## src/rtl/sram_arb_pkg.sv

```systemverilog
// Shared types and constants for the external SRAM arbiter.
package sram_arb_pkg;

  typedef enum logic [1:0] {
    StIdle,
    StAccess,
    StDrain,
    StTurn
  } arb_state_e;

  // sram_mode encoding: read releases the bus, write drives it.
  localparam logic MODE_READ  = 1'b1;
  localparam logic MODE_WRITE = 1'b0;

  localparam int unsigned DefaultMaxBurst = 8;
  localparam logic [7:0]  BurstSat        = 8'hFF;

endpackage

```

## src/rtl/sram_rd_pipe.sv

```systemverilog
// Read return pipe: tracks reads in flight and captures bus data when it lands.
module sram_rd_pipe #(
  parameter int unsigned RD_LAT = 2,
  parameter int unsigned DATAW  = 64
) (
  input  logic             CLK,
  input  logic             RST,
  input  logic             issue,
  input  logic [DATAW-1:0] sram_rdata,
  output logic             rd_valid,
  output logic [DATAW-1:0] rd_data,
  output logic             busy
);

  logic [RD_LAT-1:0] valid_q;
  logic [RD_LAT-1:0] valid_d;
  logic [DATAW-1:0]  data_q;

  // Shift the in-flight marker one stage per cycle.
  always_comb begin
    valid_d = (valid_q << 1) | RD_LAT'(issue);
  end

  // Advance the pipe; latch bus data on the cycle its valid reaches the last stage.
  always_ff @(posedge CLK) begin
    if (RST) begin
      valid_q <= '0;
      data_q  <= '0;
    end else begin
      valid_q <= valid_d;
      if (valid_d[RD_LAT-1]) begin
        data_q <= sram_rdata;
      end
    end
  end

  assign rd_valid = valid_q[RD_LAT-1];
  assign rd_data  = data_q;
  // Read pins active this cycle also count as in flight.
  assign busy     = issue | (|valid_q);

endmodule

```

## src/rtl/sram_arbiter.sv

```systemverilog
// Shares the external SRAM pair between a write stream and a read stream.
module sram_arbiter
  import sram_arb_pkg::*;
#(
  parameter int unsigned ADDRW     = 19,
  parameter int unsigned DATAW     = 64,
  parameter int unsigned RD_LAT    = 2,
  parameter int unsigned MAX_BURST = DefaultMaxBurst
) (
  input  logic             CLK,
  input  logic             RST,
  input  logic             wr_req,
  input  logic [ADDRW-1:0] wr_addr,
  input  logic [DATAW-1:0] wr_data,
  output logic             wr_gnt,
  input  logic             wr_prio,
  input  logic             rd_req,
  input  logic [ADDRW-1:0] rd_addr,
  output logic             rd_gnt,
  output logic             rd_valid,
  output logic [DATAW-1:0] rd_data,
  output logic             sram_mode,
  output logic [1:0]       sram_cs_n,
  output logic [1:0]       sram_wr_n,
  output logic [ADDRW-1:0] sram_addr,
  output logic [DATAW-1:0] sram_wdata,
  input  logic [DATAW-1:0] sram_rdata
);

  localparam logic [7:0] BurstLimit = 8'(MAX_BURST);

  arb_state_e       state_q;
  logic             mode_q;
  logic [7:0]       burst_q;
  logic [1:0]       cs_n_q;
  logic [1:0]       wr_n_q;
  logic [ADDRW-1:0] addr_q;
  logic [DATAW-1:0] wdata_q;
  logic             rd_issue_q;
  logic             pipe_busy;

  logic any_req;
  logic win_dir;
  logic can_grant;

  // Pick the side that should own the bus and grant it if already facing that way.
  always_comb begin
    any_req = wr_req | rd_req;
    win_dir = mode_q;
    if (wr_req && (wr_prio || !rd_req)) begin
      win_dir = MODE_WRITE;
    end else if (rd_req && !wr_req) begin
      win_dir = MODE_READ;
    end else if (wr_req && rd_req && (burst_q >= BurstLimit)) begin
      // >= rather than ==: uncontested runs keep counting past the limit.
      win_dir = ~mode_q;
    end
    can_grant = !RST && any_req && ((state_q == StIdle) || (state_q == StAccess)) &&
                (win_dir == mode_q);
    wr_gnt = can_grant && (win_dir == MODE_WRITE);
    rd_gnt = can_grant && (win_dir == MODE_READ);
  end

  // Direction FSM plus registered pin drive.
  always_ff @(posedge CLK) begin
    if (RST) begin
      state_q    <= StIdle;
      mode_q     <= MODE_READ;
      burst_q    <= '0;
      cs_n_q     <= 2'b11;
      wr_n_q     <= 2'b11;
      addr_q     <= '0;
      wdata_q    <= '0;
      rd_issue_q <= 1'b0;
    end else begin
      unique case (state_q)
        StIdle, StAccess: begin
          if (!any_req) begin
            state_q <= StIdle;
          end else if (can_grant) begin
            state_q <= StAccess;
            if (burst_q != BurstSat) begin
              burst_q <= burst_q + 8'd1;
            end
          end else begin
            state_q <= pipe_busy ? StDrain : StTurn;
          end
        end
        StDrain: begin
          if (!pipe_busy) begin
            state_q <= StTurn;
          end
        end
        StTurn: begin
          // Committed to the flip; re-evaluate selection from idle next cycle.
          mode_q  <= ~mode_q;
          burst_q <= '0;
          state_q <= StIdle;
        end
        default: state_q <= StIdle;
      endcase

      if (wr_gnt) begin
        cs_n_q  <= 2'b00;
        wr_n_q  <= 2'b00;
        addr_q  <= wr_addr;
        wdata_q <= wr_data;
      end else if (rd_gnt) begin
        cs_n_q <= 2'b00;
        wr_n_q <= 2'b11;
        addr_q <= rd_addr;
      end else begin
        cs_n_q <= 2'b11;
        wr_n_q <= 2'b11;
      end
      rd_issue_q <= rd_gnt;
    end
  end

  sram_rd_pipe #(
    .RD_LAT (RD_LAT),
    .DATAW  (DATAW)
  ) u_rd_pipe (
    .CLK        (CLK),
    .RST        (RST),
    .issue      (rd_issue_q),
    .sram_rdata (sram_rdata),
    .rd_valid   (rd_valid),
    .rd_data    (rd_data),
    .busy       (pipe_busy)
  );

  assign sram_mode  = mode_q;
  assign sram_cs_n  = cs_n_q;
  assign sram_wr_n  = wr_n_q;
  assign sram_addr  = addr_q;
  assign sram_wdata = wdata_q;

endmodule
```

## config.mk

```make
export PLATFORM = sky130hd
export DESIGN_NAME = sram_arbiter
export DESIGN_NICKNAME = d
export VERILOG_FILES = /design/src/rtl/sram_arb_pkg.sv /design/src/rtl/sram_rd_pipe.sv /design/src/rtl/sram_arbiter.sv
export SDC_FILE = /design/constraint.sdc
export NUM_CORES = 1
export LEC_CHECK = 0
export CORE_ASPECT_RATIO = 0.5
export CORE_MARGIN = 8
export CORE_UTILIZATION = 35
export DETAILED_ROUTE_END_ITERATION = 8
export DONT_BUFFER_PORTS = 1
export PLACE_DENSITY = 0.59
export SYNTH_ARGS = -nofsm -noshare
export SYNTH_HDL_FRONTEND = slang
export SYNTH_HIERARCHICAL = 1
export SYNTH_SLANG_ARGS = --single-unit
```

## constraint.sdc

```tcl
create_clock -name CLK -period 2.7 [get_ports CLK]
set_clock_uncertainty 0.2 [all_clocks]
set_input_delay 0.27 -clock CLK [delete_from_list [all_inputs] [get_ports CLK]]
set_output_delay 0.27 -clock CLK [all_outputs]
set_load 0.02 [all_outputs]
```

==> impl_metrics.yaml <==
cells_and_area:
  finalNonFillerCells: 1066
  multiInputGateArea_um2: 2470
  drive_gt1_share_pct: 6.27
  area_growth_pct: 39.3
  fin_nets: 989
  nFillCells: 1568
  regArea_um2: 3270
grt:
  grt.busiest_layer: "met2"
  grt_max_degree: 122
  antenna_found_initial: 2
  overflow: 0
  grtUsageMet2_pct: 29.5
  grt.total_usage_pct: 16.7
  use_met3_pct: 6.15
  grt_pass1_wl_mm: 29.9
  grt_pass1_vias: 5501
  use_met1_pct: 18.2
clocking:
  cts_root_buf: "clkbuf_16"
  cts_setup_buffers: 0
  htreeDepth: 4
  cts_tree: "done"
  clk_pin_slew_ps: 70
  cts_num_sinks: 163
  numCtsBuffers: 17
  clock_latency_ps: 410
  clk_path_buf_depth: 2
sta:
  drv_slew: 0
  setup_ws_ps: 114
  fin_crit_sh_pct: 95.8
  worstMarginPinSlew_ps: 711
  timing.fmax_mhz: 387
  slew-limit-headroom_pct: 52.0
  tns_ps: 0
  finalHoldViolCount: 0
  final-setup-viol-count: 0
  whs_ps: 48.7
  grt_setup_unrepaired: "no"
  fin_crit_ps: 2590
setup_path:
  end_kind: "output port"
  cp_cell_sequence: "or4_4 > o31ai_4 > and2_4 > buf_4"
  cp.buffers_inverters: 1
  critical_path_required_ps: 2230
  critPathKind: "reg2out"
  slowest_delay_ps: 580
  path_max_fanout: 10
  start_kind: "flop"
  crit_arrival_ps: 2120
  crit_family: "simple AND/OR/NAND/NOR gates"
  slowest_stage: "or4_4"
routing:
  vias: 5316
  drtIter0Drc: 314
  first_pass_iters: 4
  antenna_left: 0
  wl_per_cell_um: 18.4
  via_per_inst: 4.99
  drc: 0
  wl_mm: 19.6
synth:
  syn_area_um2: 6100
  yosysSeqAreaShare_pct: 53.5
  syn-instance-count: 664
  yosysUniqueCellTypes: 39
  synth_largest_area_cell: "dfxtp_1"
  yosysWarnings: 6
  synthTopCellsByArea: "dfxtp_1 (53%), mux2i_1 (11%), nand2_1 (9.7%), a21oi_1 (7.2%), nor2_1 (4.1%)"
  syn_avg_cell_area_um2: 9.19
  synth.top_cell.area_share_pct: 53.5
  async_reset_ff_share_pct: 0
  synth_edf_count: 0
  synth-seq-cells: 163
  synthFlopType: "dfxtp_1"
  synthesis.nets: 837
place:
  globalplace.congestion: 0.753
  dp_hpwl_mm: 12.1
  io_buffers: 0
  pre_cts_slack_ps: 378
  placed_cells: 858
floorplan:
  die_y_um: 109
  ioPinCount: 326
  dieArea_um2: 22200
  core_area_um2: 17200
  initial_core_util_pct: 35.4
  num_rows: 34
  die-width_um: 203
power_and_ir_drop:
  report.power.total_mw: 5.43
  p_leak_nw: 3.11
  p_sw_mw: 1.33
  power_density_nw_per_um2: 639
  clkPwrFrac_pct: 44.7
  sw_frac_of_total_pct: 24.4
  ir_drop_mv: 0.406
  seqPwrFrac_pct: 47.7
  p_int_mw: 4.11
  pwr-share-comb_pct: 7.6
worst_hold_path:
  min_path_type: "in2reg"
run_status:
  status: "complete, no violations"
run:
  cap_violations: 0
worst paths after layout:
kind                                         from                            endpoint  slack, ps  cells past startpoint
hold reg to reg           burst_q[1]$_SDFFE_PP0P_             burst_q[1]$_SDFFE_PP0P_        300                      2
hold / removal                             rd_req               rd_issue_q$_SDFF_PP0_         50                      2
setup / recovery          burst_q[7]$_SDFFE_PP0P_                              rd_gnt        110                      4
setup reg to reg  u_rd_pipe/valid_q[0]$_SDFF_PP0_  u_rd_pipe/rd_data[36]$_SDFFE_PP0P_        190                      4
registers in the layout, indices dropped and copies added (netlist names), 2 cells and up:
signal	flops
state_q	2
u_rd_pipe/valid_q	2
sram_addr	19
sram_wdata	64
burst_q	8
u_rd_pipe/rd_data	64
placed cells by master (no fill, tap or decap), types with 3 or more instances in the layout:
cell,Yosys,final
nor2b_1,3,3
a22oi_1,20,19
dlygate4sd3_1,0,172
a21oi_1,88,88
clkinv_2,0,3
nor2_1,66,66
and3_1,3,3
inv_1,4,4
clkinvlp_4,0,3
diode_2,0,3
inv_6,0,6
o21ai_0,6,6
o21ai_1,3,3
nand2_1,157,156
buf_4,5,7
clkbuf_16,0,17
dfxtp_1,163,162
mux2i_1,69,69
nand3_1,4,4
area by class of cell:
| cell class | instances | area share [%] |
|---|---|---|
| antenna | 3 | 0.0884 |
| inverter | 5 | 0.221 |
| tap | 234 | 3.45 |
| timing repair buffer | 183 | 21.8 |
| sequential | 163 | 38.5 |
| clock buffer | 18 | 5.17 |
| clock inverter | 14 | 1.77 |
| multi-input combinational | 446 | 29.0 |
timing repair:
item	CTS	global route
hold endpoints to repair	160	0
gates resized for setup	1	2
hold buffers	173	0
endpoints found under the setup margin	1	2
pin swaps	0	0
power by group through the flow:
stage	clock network (mW)	logic, mW	registers [mW]
4_1_cts	2.49	0.404	2.59
6_report	2.43	0.414	2.59
3_3_place_gp	0	0.178	2.64
2_1_floorplan	0	0.203	2.62
3_5_place_dp	0	0.183	2.65
5_1_grt	2.60	0.448	2.60
cell families (layout without fill, tap and decap cells):
family / Yosys count / count (layout) / share of synthesized area [%]
compound gates: 128 / 128 / 12.1
mux: 69 / 69 / 11.3
other cells: 0 / 3 / 0
buf+inv: 55 / 220 / 6.23
fa+ha+maj: 2 / 2 / 0.410
simple gates: 247 / 247 / 16.4
flops: 163 / 163 / 53.5
synth_stat cells (2+ instances only):
master and instances:
and2_1 3, o21a_1 2, nor4b_1 2, ha_1 2
o2111ai_1 2, inv_1 4, nor2_1 66, o21ai_1 3
and3_1 3, a21oi_1 88, buf_2 11, nand3_1 4
buf_12 5, mux2i_1 69, o21ai_0 6, clkbuf_1 21
nand2_1 157, buf_4 5, a22oi_1 20, nor2b_1 3
buf_6 8, dfxtp_1 163
layer usage:
metal | up-vias | wire [um] | share of wire (%)
met5 | - | 0 | 0
met4 | 0 | 505 | 2.6
met3 | 42 | 1550 | 7.9
met2 | 211 | 10100 | 51
met1 | 2533 | 7520 | 38
li1 | 2530 | - | -
metrics by stage:
stage	util (%)	area, um^2
after floorplan	-	6100
after global placement	35.7	6140
after detailed placement	35.7	6140
after CTS	49.2	8480
after global routing	49.3	8490
final	49.3	8500
worst register-to-register path, cell delays in order (launching register included):
cell and delay, ps:
dfxtp_4 590, buf_4 670, mux2i_1 300, nor2_1 70, dlygate4sd3_1 570
(Power assumes the default switching activity.)
